--- src/rtl/sqrt_pkg.sv ---
// Shared definitions for the sequential square-root unit: FSM encoding and
// the root-width derivation from the operand width.
package sqrt_pkg;

  typedef enum logic [1:0] {
    StIdle,
    StBusy,
    StDone
  } state_e;

  function automatic int unsigned res_w(input int unsigned width);
    return (width + 1) / 2;
  endfunction

endpackage

--- src/rtl/sqrt_step.sv ---
// One restoring digit-by-digit square-root iteration: brings in two operand
// bits, trial-subtracts {root, 01} and shifts the resulting root bit in.
module sqrt_step #(
  parameter int unsigned RES_W = 11
) (
  input  logic [RES_W+1:0] rem_i,
  input  logic [RES_W-1:0] root_i,
  input  logic [1:0]       bits_i,
  output logic [RES_W+1:0] rem_o,
  output logic [RES_W-1:0] root_o
);

  logic [RES_W+3:0] shifted;
  logic [RES_W+1:0] trial;
  logic             ge;

  always_comb begin
    shifted = {rem_i, bits_i};
    trial   = {root_i, 2'b01};
    // Bits above the trial width can only be set when the remainder exceeds it.
    ge      = (|shifted[RES_W+3:RES_W+2]) | (shifted[RES_W+1:0] >= trial);
    rem_o   = ge ? (shifted[RES_W+1:0] - trial) : shifted[RES_W+1:0];
    root_o  = RES_W'({root_i, ge});
  end

endmodule

--- src/rtl/sqrt_seq.sv ---
// Sequential integer square root, one root bit per clock, valid/ready on both
// sides. Define SQRT_SEQ_ROUND_EN to round the root to nearest (saturating).
module sqrt_seq
  import sqrt_pkg::*;
#(
  parameter int unsigned WIDTH = 21,
  localparam int unsigned RES_W = res_w(WIDTH)
) (
  input  logic             clk,
  input  logic             rst,
  input  logic             in_valid,
  output logic             in_ready,
  input  logic [WIDTH-1:0] x,
  output logic             out_valid,
  input  logic             out_ready,
  output logic [RES_W-1:0] root,
  output logic [RES_W:0]   rem,
  output logic             busy
);

  localparam int unsigned CNT_W = (RES_W > 1) ? $clog2(RES_W) : 1;

  state_e               state_q, state_d;
  logic [CNT_W-1:0]     cnt_q, cnt_d;
  logic [2*RES_W-1:0]   opnd_q, opnd_d;
  logic [RES_W+1:0]     wrem_q, wrem_d;
  logic [RES_W-1:0]     wroot_q, wroot_d;
  logic [RES_W-1:0]     root_q, root_d;
  logic [RES_W:0]       rem_q, rem_d;

  logic [RES_W+1:0]     step_rem;
  logic [RES_W-1:0]     step_root;
  logic [RES_W-1:0]     root_fin;

  sqrt_step #(
    .RES_W(RES_W)
  ) u_step (
    .rem_i (wrem_q),
    .root_i(wroot_q),
    .bits_i(opnd_q[2*RES_W-1 -: 2]),
    .rem_o (step_rem),
    .root_o(step_root)
  );

`ifdef SQRT_SEQ_ROUND_EN
  logic [RES_W:0] root_inc;

  always_comb begin
    root_inc = {1'b0, step_root} + 1'b1;
    root_fin = step_root;
    if (step_rem > {2'b00, step_root}) begin
      root_fin = root_inc[RES_W] ? '1 : root_inc[RES_W-1:0];
    end
  end
`else
  assign root_fin = step_root;
`endif

  always_comb begin
    state_d = state_q;
    cnt_d   = cnt_q;
    opnd_d  = opnd_q;
    wrem_d  = wrem_q;
    wroot_d = wroot_q;
    root_d  = root_q;
    rem_d   = rem_q;
    unique case (state_q)
      StIdle: begin
        if (in_valid) begin
          opnd_d             = '0;
          opnd_d[WIDTH-1:0]  = x;
          wrem_d             = '0;
          wroot_d            = '0;
          cnt_d              = CNT_W'(RES_W - 1);
          state_d            = StBusy;
        end
      end
      StBusy: begin
        opnd_d  = opnd_q << 2;
        wrem_d  = step_rem;
        wroot_d = step_root;
        if (cnt_q == '0) begin
          root_d  = root_fin;
          // Final remainder is at most 2*root, so the top working bit is zero.
          rem_d   = step_rem[RES_W:0];
          state_d = StDone;
        end else begin
          cnt_d = cnt_q - 1'b1;
        end
      end
      StDone: begin
        if (out_ready) state_d = StIdle;
      end
      default: state_d = StIdle;
    endcase
  end

  always_ff @(posedge clk or posedge rst) begin
    if (rst) begin
      state_q <= StIdle;
      cnt_q   <= '0;
      opnd_q  <= '0;
      wrem_q  <= '0;
      wroot_q <= '0;
      root_q  <= '0;
      rem_q   <= '0;
    end else begin
      state_q <= state_d;
      cnt_q   <= cnt_d;
      opnd_q  <= opnd_d;
      wrem_q  <= wrem_d;
      wroot_q <= wroot_d;
      root_q  <= root_d;
      rem_q   <= rem_d;
    end
  end

  assign in_ready  = (state_q == StIdle);
  assign out_valid = (state_q == StDone);
  assign busy      = (state_q == StBusy);
  assign root      = root_q;
  assign rem       = rem_q;

endmodule

--- config.mk ---
export PLATFORM = sky130hd
export DESIGN_NAME = sqrt_seq
export DESIGN_NICKNAME = d
export VERILOG_FILES = /design/src/rtl/sqrt_pkg.sv /design/src/rtl/sqrt_step.sv /design/src/rtl/sqrt_seq.sv
export SDC_FILE = /design/constraint.sdc
export NUM_CORES = 1
export LEC_CHECK = 0
export ABC_AREA = 0
export CAP_MARGIN = 20
export CORE_MARGIN = 2
export CORE_UTILIZATION = 55
export CTS_CLUSTER_SIZE = 30
export DETAILED_ROUTE_END_ITERATION = 7
export PLACE_DENSITY = 0.87
export REMOVE_ABC_BUFFERS = 1
export SYNTH_ARGS = -nofsm -noshare
export SYNTH_HDL_FRONTEND = slang
export SYNTH_SLANG_ARGS = --single-unit
--- constraint.sdc ---
create_clock -name clk -period 3.27 [get_ports clk]
set_clock_uncertainty 0.05 [all_clocks]
set_input_delay 0.327 -clock clk [delete_from_list [all_inputs] [get_ports clk]]
set_output_delay 0.327 -clock clk [all_outputs]
set_load 0.1 [all_outputs]
== Yosys cells after proc, flatten, opt, wreduce, memory -nomap -nowiden ==
Cells that the tools add are included.

* Register bits after elaboration: 75
* Bits of input ports: 25
* Output and inout port bits: 26
* Logic and storage cells: 39

* Add/subtract/negate cells: 2
* Order comparisons: 1
* Eq/ne operators: 6
* Multiplexer cells: 14
* Bitwise logic cells: 1
* Reductions and logical operators: 8

{| class="wikitable"
|+ Operator list
! operator !! number
|-
| case mux 22 bit (2 select lines) || 1
|-
| two-way mux 13 bit || 2
|-
| case mux 13 bit (2 select lines) || 1
|-
| two-way mux 22 bit || 1
|-
| case mux 11 bit (2 select lines) || 1
|-
| >= comparator 13 bit || 1
|-
| subtractor 13 bit || 1
|-
| two-way mux 11 bit || 1
|-
| two-way mux 4 bit || 2
|-
| case mux 4 bit (2 select lines) || 1
|-
| two-way mux 2 bit || 3
|-
| case mux 2 bit (3 select lines) || 1
|-
| AND reduction 3 bit || 2
|-
| zero test 4 bit || 1
|-
| inequality test 2 x 1 -> 1 bit, second input constant || 2
|-
| inequality test 2 bit, second input constant || 2
|-
| AND reduction 2 bit || 2
|-
| subtractor 4 x 1 -> 4 bit, second input constant || 1
|-
| equality test 2 x 1 -> 1 bit, second input constant || 1
|-
| equality test 2 bit, second input constant || 1
|-
| zero test 2 bit || 1
|-
| nonzero test 2 bit || 1
|-
| OR reduction 2 bit || 1
|-
| bitwise OR 1 bit || 1
|}

== Longest topological paths before layout ==
* Word-level depth: 4
* Mapped depth: 10
* Mapped depth without buffers: 8

== Modules after synthesis ==
Synthesis repeated with hierarchy kept, for this count alone.

* Cells, all modules: 385
* Area, all modules: 4108.9 µm²

{| class="wikitable"
|+ Modules (own cells, without submodules)
! module !! times used !! cells each !! area each (µm²) !! seq. area each (µm²)
|-
| sqrt_seq || 1 || 256 || 3255.6 || 1876.8
|-
| sqrt_step || 1 || 129 || 853.3 || 0.0
|}

== Worst setup path after synthesis ==
OpenSTA, ideal clock, no wires.

* Path type: register to register
* Start point: register wrem_q[1]
* End point: register rem_q[3] (netlist: rem[3])
* Library setup time: 131 ps
* Arrival time: 2107 ps
* Setup slack: 983 ps
* Stages on the path, launching flop included: 9
* Path buffers: 1
* Clock period less this slack: 2287 ps
* Cells stage by stage: dfrtp_1 ha_1 nor3_1 a211oi_2 a41oi_1 o31ai_4 buf_6 mux2i_1 o21ai_1

* Cells in the longest elaborated chain, start to end: 3
* Elaborated cells between the ends (all ways): 4

{| class="wikitable"
|+ RTL lines
! element !! RTL line !! source
|-
| start, declared || sqrt_seq.sv:26 || <nowiki>logic [RES_W+1:0] wrem_q, wrem_d;</nowiki>
|-
| start signal, assigned || sqrt_seq.sv:111 || <nowiki>wrem_q <= wrem_d;</nowiki>
|-
| >= comparator 13 bit || sqrt_step.sv:21 || <nowiki>ge = (|shifted[RES_W+3:RES_W+2]) | (shifted[RES_W+1:0] >= trial);</nowiki>
|-
| bitwise OR 1 bit || sqrt_step.sv:21 ||
|-
| two-way mux 13 bit * || sqrt_step.sv:22 || <nowiki>rem_o = ge ? (shifted[RES_W+1:0] - trial) : shifted[RES_W+1:0];</nowiki>
|-
| end signal, assigned || sqrt_seq.sv:114 || <nowiki>rem_q <= rem_d;</nowiki>
|-
| end, declared || sqrt_seq.sv:29 || <nowiki>logic [RES_W:0] rem_q, rem_d;</nowiki>
|}

Every way passes the cells marked *; elsewhere a longest branch is shown, timed or not.
A chain may end at the register's enable or synchronous reset.

== Worst setup path in the final report ==
* Start point: register wroot_q[0]
* End point: register rem_q[8] (netlist: rem[8])

* Cells in the longest elaborated chain, start to end: 3
* Elaborated cells between the ends (all ways): 4

{| class="wikitable"
|+ RTL lines
! element !! RTL line !! source
|-
| start, declared || sqrt_seq.sv:27 || <nowiki>logic [RES_W-1:0] wroot_q, wroot_d;</nowiki>
|-
| start signal, assigned || sqrt_seq.sv:112 || <nowiki>wroot_q <= wroot_d;</nowiki>
|-
| >= comparator 13 bit || sqrt_step.sv:21 ||
|-
| bitwise OR 1 bit || sqrt_step.sv:21 ||
|-
| two-way mux 13 bit * || sqrt_step.sv:22 ||
|}

Marks and branches as above.

==> qor.yml <==
fillers: 557
cp_cell_sequence: "inv_1 > ha_1 > o21ai_1 > a211oi_2 > a41oi_1 > o31ai_4 > buf_4 > mux2i_1 > o21ai_0"
outcome: "completed"
clockBufferDepth: 2
nets: 492
drt-met1-wl_um: 3456
synth-seq-cells: 75
layout_common_cells: "nand2_1, dfrtp_1, o21ai_0"
ys_types: 45
clk_pin_slew_worst_paths_ns: 0.07
period_share: 0.8250
cts_tree: "yes"
rsz0062_at_grt: "false"
finalWirelength_um: 7788
wl_met2_um: 3802
dieHeight_um: 87.12
syn_area_sq_um: 3800
vias: 3011
numCtsBuffers: 9
clock_latency_ns: 0.35
grt_pass1_vias: 3000
critPathBufInv: 2
fin_crit_ns: 2.698
ctsHoldBuffers: 0
max_stage_delay_ns: 0.57
setup_viol: 0
multiInputGateArea_sq_um: 1748
critPathRequiredTime_ns: 3.42
routedWlPerCell_um: 14.53
drv_slew: 0
rows: 30
grt_max_degree: 76
cts_sinks: 75
postCtsResizedCells: 0
min_path_type: "reg -> reg"
syn_inst: 407
cp_slowest_cell: "o31ai_4"
post_cts_buffers: 0
area_delta_synth_final_pct: 19.46
place.gp.congestion: 0.8929
core_area_sq_um: 6756
fmax_mhz: 370.7
synth_flop_cell: "dfrtp_1"
via_per_inst: 5.618
async_flop_share: 1.000
grt_first_pass_wirelength_um: 13430
max_slew_margin: 0.3334
startpoint_type: "flip-flop"
hold_viol_final: 0
io_pins: 51
drtPass1Iterations: 4
critPathMaxFanout: 12
crit_family: "compound AO/OA/AOI/OAI gates"
worstSetupPathType: "reg -> reg"
grt_overflow: 0
grt.total_usage: 0.2260
hpwl_um: 5612
syn_area_per_cell_sq_um: 9.336
drive_above_1_share: 0.06360
die_w_um: 87.12
arrival_ns: 2.85
initial_utilization: 0.5624
cp-end-kind: "flip-flop"
io_buffers: 50
max-cap-violations: 0
die_area_sq_um: 7590
postRouteAntennaNets: 0
routed.top_layer: "met4"
first_iter_violations: 120
antenna_found_initial: 0
ys_warn_count: 0
drc: 0
finalSetupTns_ns: 0
tightest_slew_ns: 0.9968
synth_edf_count: 0
synth-seq-area-share: 0.4939
root_buffer: "clkbuf_8"
layout.area.seq_sq_um: 1877
htreeDepth: 3
layout_commonest_cell: "nand2_1"
wl_met3_um: 404
diodes: 0
==> worst register-to-register path: stages, from the launching register on <==
cell and delay (ns):
dfrtp_1 0.35, inv_1 0.07, ha_1 0.33, o21ai_1 0.13
a211oi_2 0.28, a41oi_1 0.13, o31ai_4 0.57, buf_4 0.29
mux2i_1 0.24, o21ai_0 0.13
==> metal layers <==
layer / up-vias / global-route usage
li1: 1481 / -
met1: 1448 / 0.2870
met2: 69 / 0.3650
met3: 13 / 0.06161
met4: 0 / 0.09650
met5: - / 0
==> cells in the mapped netlist (2+ instances only) <==
cell / count / area, sq um
clkbuf_1: 17 / 63.81
o21a_1: 2 / 15.01
and3_1: 3 / 18.77
inv_1: 25 / 93.84
xnor2_1: 5 / 43.79
nand3_1: 5 / 25.02
nor2_1: 15 / 56.30
a31oi_1: 2 / 12.51
a21oi_1: 11 / 55.05
xor2_1: 2 / 17.52
a2bb2oi_1: 2 / 17.52
o31ai_1: 2 / 15.01
buf_2: 2 / 10.01
nor2b_1: 5 / 31.28
mux2i_1: 27 / 270.3
nand2_1: 79 / 296.5
a22oi_1: 2 / 15.01
a21o_1: 3 / 22.52
nor3_1: 5 / 25.02
o21ai_0: 68 / 340.3
ha_1: 15 / 187.7
a22o_1: 2 / 17.52
nand2b_1: 3 / 18.77
o311ai_0: 2 / 17.52
o21ai_1: 8 / 40.04
a2111oi_0: 2 / 17.52
dfrtp_1: 75 / 1877
==> final cells by class <==
type                       instances  share of cell area
clock buffer                      13             0.03280
multi-input combinational        285              0.3851
sequential                        75              0.4135
timing repair buffer              55              0.1224
inverter                          26             0.02150
clock inverter                     2            0.002756
tap                               80             0.02205
==> registers in the layout (all words and copies together), names as in the netlist <==
register and count:
rem 12, cnt_q 4, state_q 2, opnd_q 22
wroot_q 11, wrem_q 13, root 11
==> path summary, 6_finish.rpt <==
path | start | end | slack [ns] | depth (start not counted)
max in group asynchronous | rst | root[7] | 2.02 | 3
max reg2reg | wroot_q[0] | rem[8] | 0.57 | 9
min | root[8] | root[8] | 0.43 | 2
min reg2reg | root[8] | root[8] | 0.43 | 2
min in group asynchronous | rst | rem[10] | 0.52 | 3
max | wroot_q[0] | rem[8] | 0.57 | 9
==> kinds of logic (layout without fill, tap and decap cells) <==
| kind of cell | Yosys count | count (layout) | share of synthesized area |
|---|---|---|---|
| adder cells (fa/ha/maj) | 15 | 15 | 0.04939 |
| flip-flops | 75 | 75 | 0.4939 |
| AO/OA/AOI/OAI | 115 | 115 | 0.1841 |
| buffers and inverters | 47 | 96 | 0.04906 |
| multiplexers | 28 | 28 | 0.07409 |
| XOR/XNOR | 7 | 7 | 0.01613 |
| AND/OR/NAND/NOR | 120 | 120 | 0.1334 |
==> per-stage QoR <==
| step | util | hold WS, ns | area, sq um | instances | setup WS, ns |
|---|---|---|---|---|---|
| floorplan | - | 0.3847 | 3711 | 386 | 0.01550 |
| global placement | 0.6480 | 0.4100 | 4378 | 521 | 0.7284 |
| detailed placement | 0.6480 | 0.4191 | 4378 | 521 | 0.5674 |
| CTS | 0.6719 | 0.4353 | 4539 | 536 | 0.5487 |
| global route | 0.6719 | 0.4596 | 4539 | 536 | 0.3759 |
| finish | 0.6719 | 0.4285 | 4539 | 536 | 0.5722 |
Power is not shown: default switching activity piles up to over one toggle a cycle in this logic, so the estimate is an artifact.
